## src/rtl/mips_multicycle.sv

```systemverilog
// Multicycle 32-bit MIPS core with one shared instruction/data memory port.
// Every access holds memreq until memready; illegal opcodes and memory timeouts trap to HALT.
module mips_multicycle #(
  parameter logic [31:0] RESET_PC    = 32'h0000_0000,
  parameter int unsigned STALL_LIMIT = 0
) (
  input  logic        clk,
  input  logic        reset,
  output logic        memreq,
  output logic        memwe,
  output logic [31:0] memaddr,
  output logic [31:0] memwdata,
  input  logic [31:0] memrdata,
  input  logic        memready,
  output logic [31:0] pc,
  output logic        halted,
  output logic [1:0]  trapcause,
  output logic [3:0]  dbg_state_o
);

  typedef enum logic [3:0] {
    S_IDLE, S_FETCH, S_DECODE, S_EXEC, S_ALUWB, S_IMMEX, S_IMMWB,
    S_MEMADR, S_MEMRD, S_MEMWB, S_MEMWR, S_BRANCH, S_JUMP, S_HALT
  } state_t;

  localparam logic [5:0] OP_RTYPE = 6'b000000, OP_LW = 6'b100011, OP_SW = 6'b101011;
  localparam logic [5:0] OP_BEQ = 6'b000100, OP_BNE = 6'b000101, OP_BLE = 6'b000111;
  localparam logic [5:0] OP_J = 6'b000010, OP_ADDI = 6'b001000, OP_SLTI = 6'b001010;
  localparam logic [5:0] FN_ADD = 6'b100000, FN_SUB = 6'b100010, FN_AND = 6'b100100;
  localparam logic [5:0] FN_OR = 6'b100101, FN_SLT = 6'b101010, FN_SLTU = 6'b101011;

  state_t      state_q, state_d;
  logic [31:0] pc_q, ir_q, a_q, b_q, aluout_q, mdr_q, stall_q;
  logic [31:0] rf_q [32];
  logic        memreq_q, memwe_q, halted_q;
  logic [1:0]  trap_q;

  logic [5:0]  opcode, funct;
  logic [4:0]  rs, rt, rd;
  logic [31:0] simm, alu_r, imm_r;
  logic        funct_ok, taken, mem_state, timeout;

  assign opcode = ir_q[31:26];
  assign rs     = ir_q[25:21];
  assign rt     = ir_q[20:16];
  assign rd     = ir_q[15:11];
  assign funct  = ir_q[5:0];
  assign simm   = {{16{ir_q[15]}}, ir_q[15:0]};

  assign mem_state = state_q inside {S_FETCH, S_MEMRD, S_MEMWR};
  assign timeout   = (STALL_LIMIT != 0) && (stall_q == STALL_LIMIT - 1);

  always_comb begin
    alu_r    = '0;
    funct_ok = 1'b1;
    case (funct)
      FN_ADD:  alu_r = a_q + b_q;
      FN_SUB:  alu_r = a_q - b_q;
      FN_AND:  alu_r = a_q & b_q;
      FN_OR:   alu_r = a_q | b_q;
      FN_SLT:  alu_r = {31'b0, $signed(a_q) < $signed(b_q)};
      FN_SLTU: alu_r = {31'b0, a_q < b_q};
      default: funct_ok = 1'b0;
    endcase
    imm_r = (opcode == OP_SLTI) ? {31'b0, $signed(a_q) < $signed(simm)} : a_q + simm;
    case (opcode)
      OP_BEQ:  taken = (a_q == b_q);
      OP_BNE:  taken = (a_q != b_q);
      OP_BLE:  taken = ($signed(a_q) <= $signed(b_q));
      default: taken = 1'b0;
    endcase
  end

  always_comb begin
    state_d = state_q;
    case (state_q)
      S_IDLE:   state_d = S_FETCH;
      S_FETCH:  if (memready) state_d = S_DECODE; else if (timeout) state_d = S_HALT;
      S_DECODE: begin
        case (opcode)
          OP_RTYPE:                state_d = S_EXEC;
          OP_LW, OP_SW:            state_d = S_MEMADR;
          OP_BEQ, OP_BNE, OP_BLE:  state_d = S_BRANCH;
          OP_J:                    state_d = S_JUMP;
          OP_ADDI, OP_SLTI:        state_d = S_IMMEX;
          default:                 state_d = S_HALT;
        endcase
      end
      S_EXEC:   state_d = funct_ok ? S_ALUWB : S_HALT;
      S_IMMEX:  state_d = S_IMMWB;
      S_MEMADR: state_d = (opcode == OP_LW) ? S_MEMRD : S_MEMWR;
      S_MEMRD:  if (memready) state_d = S_MEMWB; else if (timeout) state_d = S_HALT;
      S_MEMWR:  if (memready) state_d = S_FETCH; else if (timeout) state_d = S_HALT;
      S_ALUWB, S_IMMWB, S_MEMWB, S_BRANCH, S_JUMP: state_d = S_FETCH;
      S_HALT:   state_d = S_HALT;
      default:  state_d = S_HALT;
    endcase
  end

  always_ff @(posedge clk or posedge reset) begin
    if (reset) begin
      state_q  <= S_IDLE;
      pc_q     <= RESET_PC;
      ir_q     <= '0;
      a_q      <= '0;
      b_q      <= '0;
      aluout_q <= '0;
      mdr_q    <= '0;
      stall_q  <= '0;
      memreq_q <= 1'b0;
      memwe_q  <= 1'b0;
      halted_q <= 1'b0;
      trap_q   <= 2'd0;
      for (int i = 0; i < 32; i++) rf_q[i] <= '0;
    end else begin
      state_q  <= state_d;
      // Outputs are registered from the next state so they stay pure Moore.
      memreq_q <= state_d inside {S_FETCH, S_MEMRD, S_MEMWR};
      memwe_q  <= (state_d == S_MEMWR);
      halted_q <= (state_d == S_HALT);
      if (state_d == S_HALT && state_q != S_HALT) trap_q <= mem_state ? 2'd2 : 2'd1;
      if (state_d != state_q) stall_q <= '0;
      else if (memreq_q && !memready) stall_q <= stall_q + 32'd1;
      case (state_q)
        S_FETCH:  if (memready) begin ir_q <= memrdata; pc_q <= pc_q + 32'd4; end
        S_DECODE: begin a_q <= rf_q[rs]; b_q <= rf_q[rt]; end
        S_EXEC:   aluout_q <= alu_r;
        S_ALUWB:  if (rd != 5'd0) rf_q[rd] <= aluout_q;
        S_IMMEX:  aluout_q <= imm_r;
        S_IMMWB:  if (rt != 5'd0) rf_q[rt] <= aluout_q;
        S_MEMADR: aluout_q <= a_q + simm;
        S_MEMRD:  if (memready) mdr_q <= memrdata;
        S_MEMWB:  if (rt != 5'd0) rf_q[rt] <= mdr_q;
        S_BRANCH: if (taken) pc_q <= pc_q + {simm[29:0], 2'b00};
        S_JUMP:   pc_q <= {pc_q[31:28], ir_q[25:0], 2'b00};
        default:  ;
      endcase
    end
  end

  assign memreq      = memreq_q;
  assign memwe       = memwe_q;
  assign memaddr     = (state_q == S_FETCH) ? pc_q : aluout_q;
  assign memwdata    = b_q;
  assign pc          = pc_q;
  assign halted      = halted_q;
  assign trapcause   = trap_q;
  assign dbg_state_o = state_q;

endmodule

```

## config.mk

```make
export PLATFORM = sky130hd
export DESIGN_NAME = mips_multicycle
export DESIGN_NICKNAME = d
export VERILOG_FILES = /design/src/rtl/mips_multicycle.sv
export SDC_FILE = /design/constraint.sdc
export NUM_CORES = 2
export LEC_CHECK = 0
export CAP_MARGIN = 15
export CORE_ASPECT_RATIO = 1.5
export CORE_UTILIZATION = 30
export CTS_CLUSTER_DIAMETER = 40
export DETAILED_ROUTE_END_ITERATION = 8
export PLACE_DENSITY = 0.44
export REMOVE_ABC_BUFFERS = 1
export SLEW_MARGIN = 25
export SYNTH_ARGS = -nofsm -noshare
export SYNTH_HDL_FRONTEND = slang
export SYNTH_SLANG_ARGS = --single-unit
```

## constraint.sdc

```tcl
create_clock -name clk -period 76.3 [get_ports clk]
set_input_delay 15.26 -clock clk [delete_from_list [all_inputs] [get_ports clk]]
set_output_delay 15.26 -clock clk [all_outputs]
set_load 0.03 [all_outputs]
```

==> impl_metrics.yaml <==
clocking:
  clock_latency_ns: 0.92
  cts_hold_buffers: 0
  post_cts_resized: 0
  cts_buffer_depth: 4
  cts_buffers: 191
  clk_pin_slew_ns: 0.05
  cts_max_level: 4
  root_buffer: "clkbuf_16"
  cts_tree: "yes"
  post-cts-setup-buffer-count: 0
  cts_sinks: 1223
die:
  die_area_sq_um: 262000
  initial_core_util_pct: 30.1
  rows: 229
  fp.dieH_microns: 627
  num_io_pins: 140
  fp.dieW_microns: 418
  core-area_sq_um: 259000
placed_design:
  gp_congestion: 0.967
  numPortBuffers: 137
  post-place-cells: 10900
  place.detailed.hpwl_microns: 296000
final_layout:
  syn_to_final_growth_pct: 15.8
  final_cell_mix: "dfrtp_1 (1192), nand2_1 (1110), o21ai_0 (1077)"
  stdcell_count: 11200
  layout-drive-gt1-share_pct: 20.3
  mostFrequentLayoutCell: "dfrtp_1"
  finalNetCount: 7812
worst_setup_path:
  rr_endpoint: "memwdata[12]$_DFFE_PP0P_"
  startpoint: "reset"
  crit_buf_inv: 6
  crit_required_ns: 77.03
  crit_fanout: 159
  critPathArrivalTime_ns: 20.03
  start_kind: "primary input"
  crit_family: "buffers and inverters"
  end_kind: "asynchronous set/reset pin"
  r2r_slack_ns: 70.07
  cp_num_cells: 6
  crit_type: "primary input to asynchronous set/reset pin"
  rr_worst_depth: 10
  timing.rr.start: "ir_q[17]$_DFFE_PP0P_"
  crit_chain: "clkdlybuf4s50_1 > inv_8 > buf_4 > buf_4 > buf_4 > buf_12"
  crit_top_cell: "buf_4"
  endpoint: "ir_q[22]$_DFFE_PP0P_"
  crit_path_max_incr_delay_ns: 0.89
  critPathSlowestCell: "buf_4"
global_routing:
  track_usage_pct: 35.7
  antenna_found_initial: 48
  gr-total-overflow: 0
  grt_pass1_vias: 72800
  grt_max_degree: 160
  grt_pass1_wl_microns: 643000
power_and_ir_drop:
  ir_worst_vdd_mv: 0.0165
  p_leak_nw: 33.5
  power_density_nw_per_um2: 17.8
timing:
  hold_viol_final: 0
  setup_tns_ns: 0
  clock.fmax_mhz: 51.8
  min_period_ns: 19.30
  finalCritPeriodShare_pct: 25.3
  final_max_slew_viol_count: 0
  setup_viol: 0
  rsz0062_at_grt: "false"
  slew_headroom_pct: 18.6
  worstMarginPinSlew_ns: 1.22
  fin_worst_skew_ns: 0.0656
synthesis:
  ys_warn_count: 0
  ys_types: 100
  ys.flop_type: "dfrtp_1"
  netlist_instances: 7825
  yosysTopAreaCellShare_pct: 39.2
  ys_ff_latch: 1223
  netlist_area_sq_um: 78000
  seq_area_frac_synth_pct: 39.2
  synth_edf_count: 0
  yosys-top-cells-area: "dfrtp_1 (39%), mux4_2 (17%), a22oi_1 (8.6%)"
  synth.avg_cell_area_sq_um: 9.97
  yosysTopAreaCell: "dfrtp_1"
  async_flop_share_pct: 100
min_path:
  hold_path_class: "register to register"
drt:
  postRouteAntennaNets: 0
  vias: 74200
  drc_errors: 0
  via_per_inst: 6.60
  drt_wl_total_microns: 476000
  drt_iter0_markers: 10300
  dr.pass1.iters: 6
  wl_per_cell_microns: 42.4
run:
  max_cap_viol_count: 0
run_status:
  status: "finished, final reports clean"
==> cell type report <==
class / count / area (sq um)
Multi-Input combinational cell: 5559 / 44200
Inverter: 141 / 537
Clock inverter: 119 / 1320
Clock buffer: 222 / 5130
Tap cell: 3465 / 4340
Sequential cell: 1223 / 30700
Timing Repair Buffer: 469 / 4020
Antenna cell: 47 / 118
Fill cell: 26200 / 169000
==> where the power goes <==
part           internal, mW  switching [mW]  total (mW)
sequential            0.650         0.00140       0.651
combinational       0.00414          0.0277      0.0318
clock                 0.548           0.379       0.927
==> sequential cells by signal, indices dropped and copies added, names as in the netlist <==
register	cells
pc	30
ir_q	32
dbg_state_o	4
mdr_q	32
memreq	1
rf_q	1024
trapcause	2
memwdata	32
a_q	32
halted	1
aluout_q	32
memwe	1
==> stage by stage <==
stage	instance area [sq um]	worst slack [ns]	hold WS [ns]	power, mW	util [%]
2_1_floorplan	74500	26.58	0.365	0.678	-
3_3_place_gp	83600	56.17	0.377	0.694	32.3
3_5_place_dp	83700	56.16	0.384	0.694	32.3
4_1_cts	90100	57.09	0.398	1.61	34.8
5_1_grt	90300	56.58	0.405	1.64	34.9
6_report	90400	57.00	0.395	1.61	34.9
==> worst min-delay path by stage <==
| stage | from | end | slack, ns | cells after the start |
|---|---|---|---|---|
| detailed placement | rf_q[1014]$_DFFE_PP0P_ | rf_q[1014]$_DFFE_PP0P_ | 0.38 | 0 |
| floorplan | rf_q[1000]$_DFFE_PP0P_ | rf_q[1000]$_DFFE_PP0P_ | 0.37 | 0 |
| global placement | rf_q[994]$_DFFE_PP0P_ | rf_q[994]$_DFFE_PP0P_ | 0.38 | 0 |
| CTS | rf_q[1014]$_DFFE_PP0P_ | rf_q[1014]$_DFFE_PP0P_ | 0.40 | 0 |
| global route | rf_q[1015]$_DFFE_PP0P_ | rf_q[1015]$_DFFE_PP0P_ | 0.41 | 0 |
| finish | rf_q[1001]$_DFFE_PP0P_ | rf_q[1001]$_DFFE_PP0P_ | 0.40 | 0 |
==> cell usage after synthesis (6+ instances only) <==
master,count
buf_1,101
and3_1,12
nor4_1,19
mux2_2,124
a221o_1,6
nand4_1,11
o21ai_1,23
o221ai_1,27
o211ai_1,17
o21bai_1,19
nand3_1,35
mux2i_1,76
ha_1,188
mux4_2,581
a22o_1,115
xor2_1,28
and2_1,20
a21o_1,40
o21ai_0,1116
nor2b_1,34
a21oi_1,264
a22oi_1,897
or3_1,15
nand2b_1,21
o21a_1,14
or2_2,10
o22ai_1,39
nor3_1,56
nand2_1,1118
a31oi_1,29
buf_2,71
inv_1,139
a211oi_1,49
a221oi_1,34
o31ai_1,20
xnor2_1,57
nor2_1,318
clkbuf_1,722
dfrtp_1,1223
a32o_1,13
==> per-layer routing <==
| metal | up-vias | wire (microns) | global-route usage [%] |
|---|---|---|---|
| met4 | 32 | 57700 | 35.9 |
| met5 | - | 205 | 0 |
| li1 | 28900 | - | - |
| met3 | 1763 | 47400 | 10.3 |
| met2 | 5431 | 213000 | 54.9 |
| met1 | 38100 | 158000 | 38.7 |
==> kinds of logic (layout without fill, tap and decap cells) <==
logic type                 after synthesis  in the layout  share of synthesized area [%]
AOI/OAI and AO/OA                     2801           2801                           23.0
xor gates and xnor gates                85             85                          0.954
muxes                                  781            781                           19.5
buffers and inverters                 1044            951                           5.20
adders and majority gates              192            192                           3.12
DFF                                   1223           1223                           39.2
other                                    1             49                        0.00481
and+or+nand+nor                       1698           1698                           9.00
(Power assumes the default switching activity.)
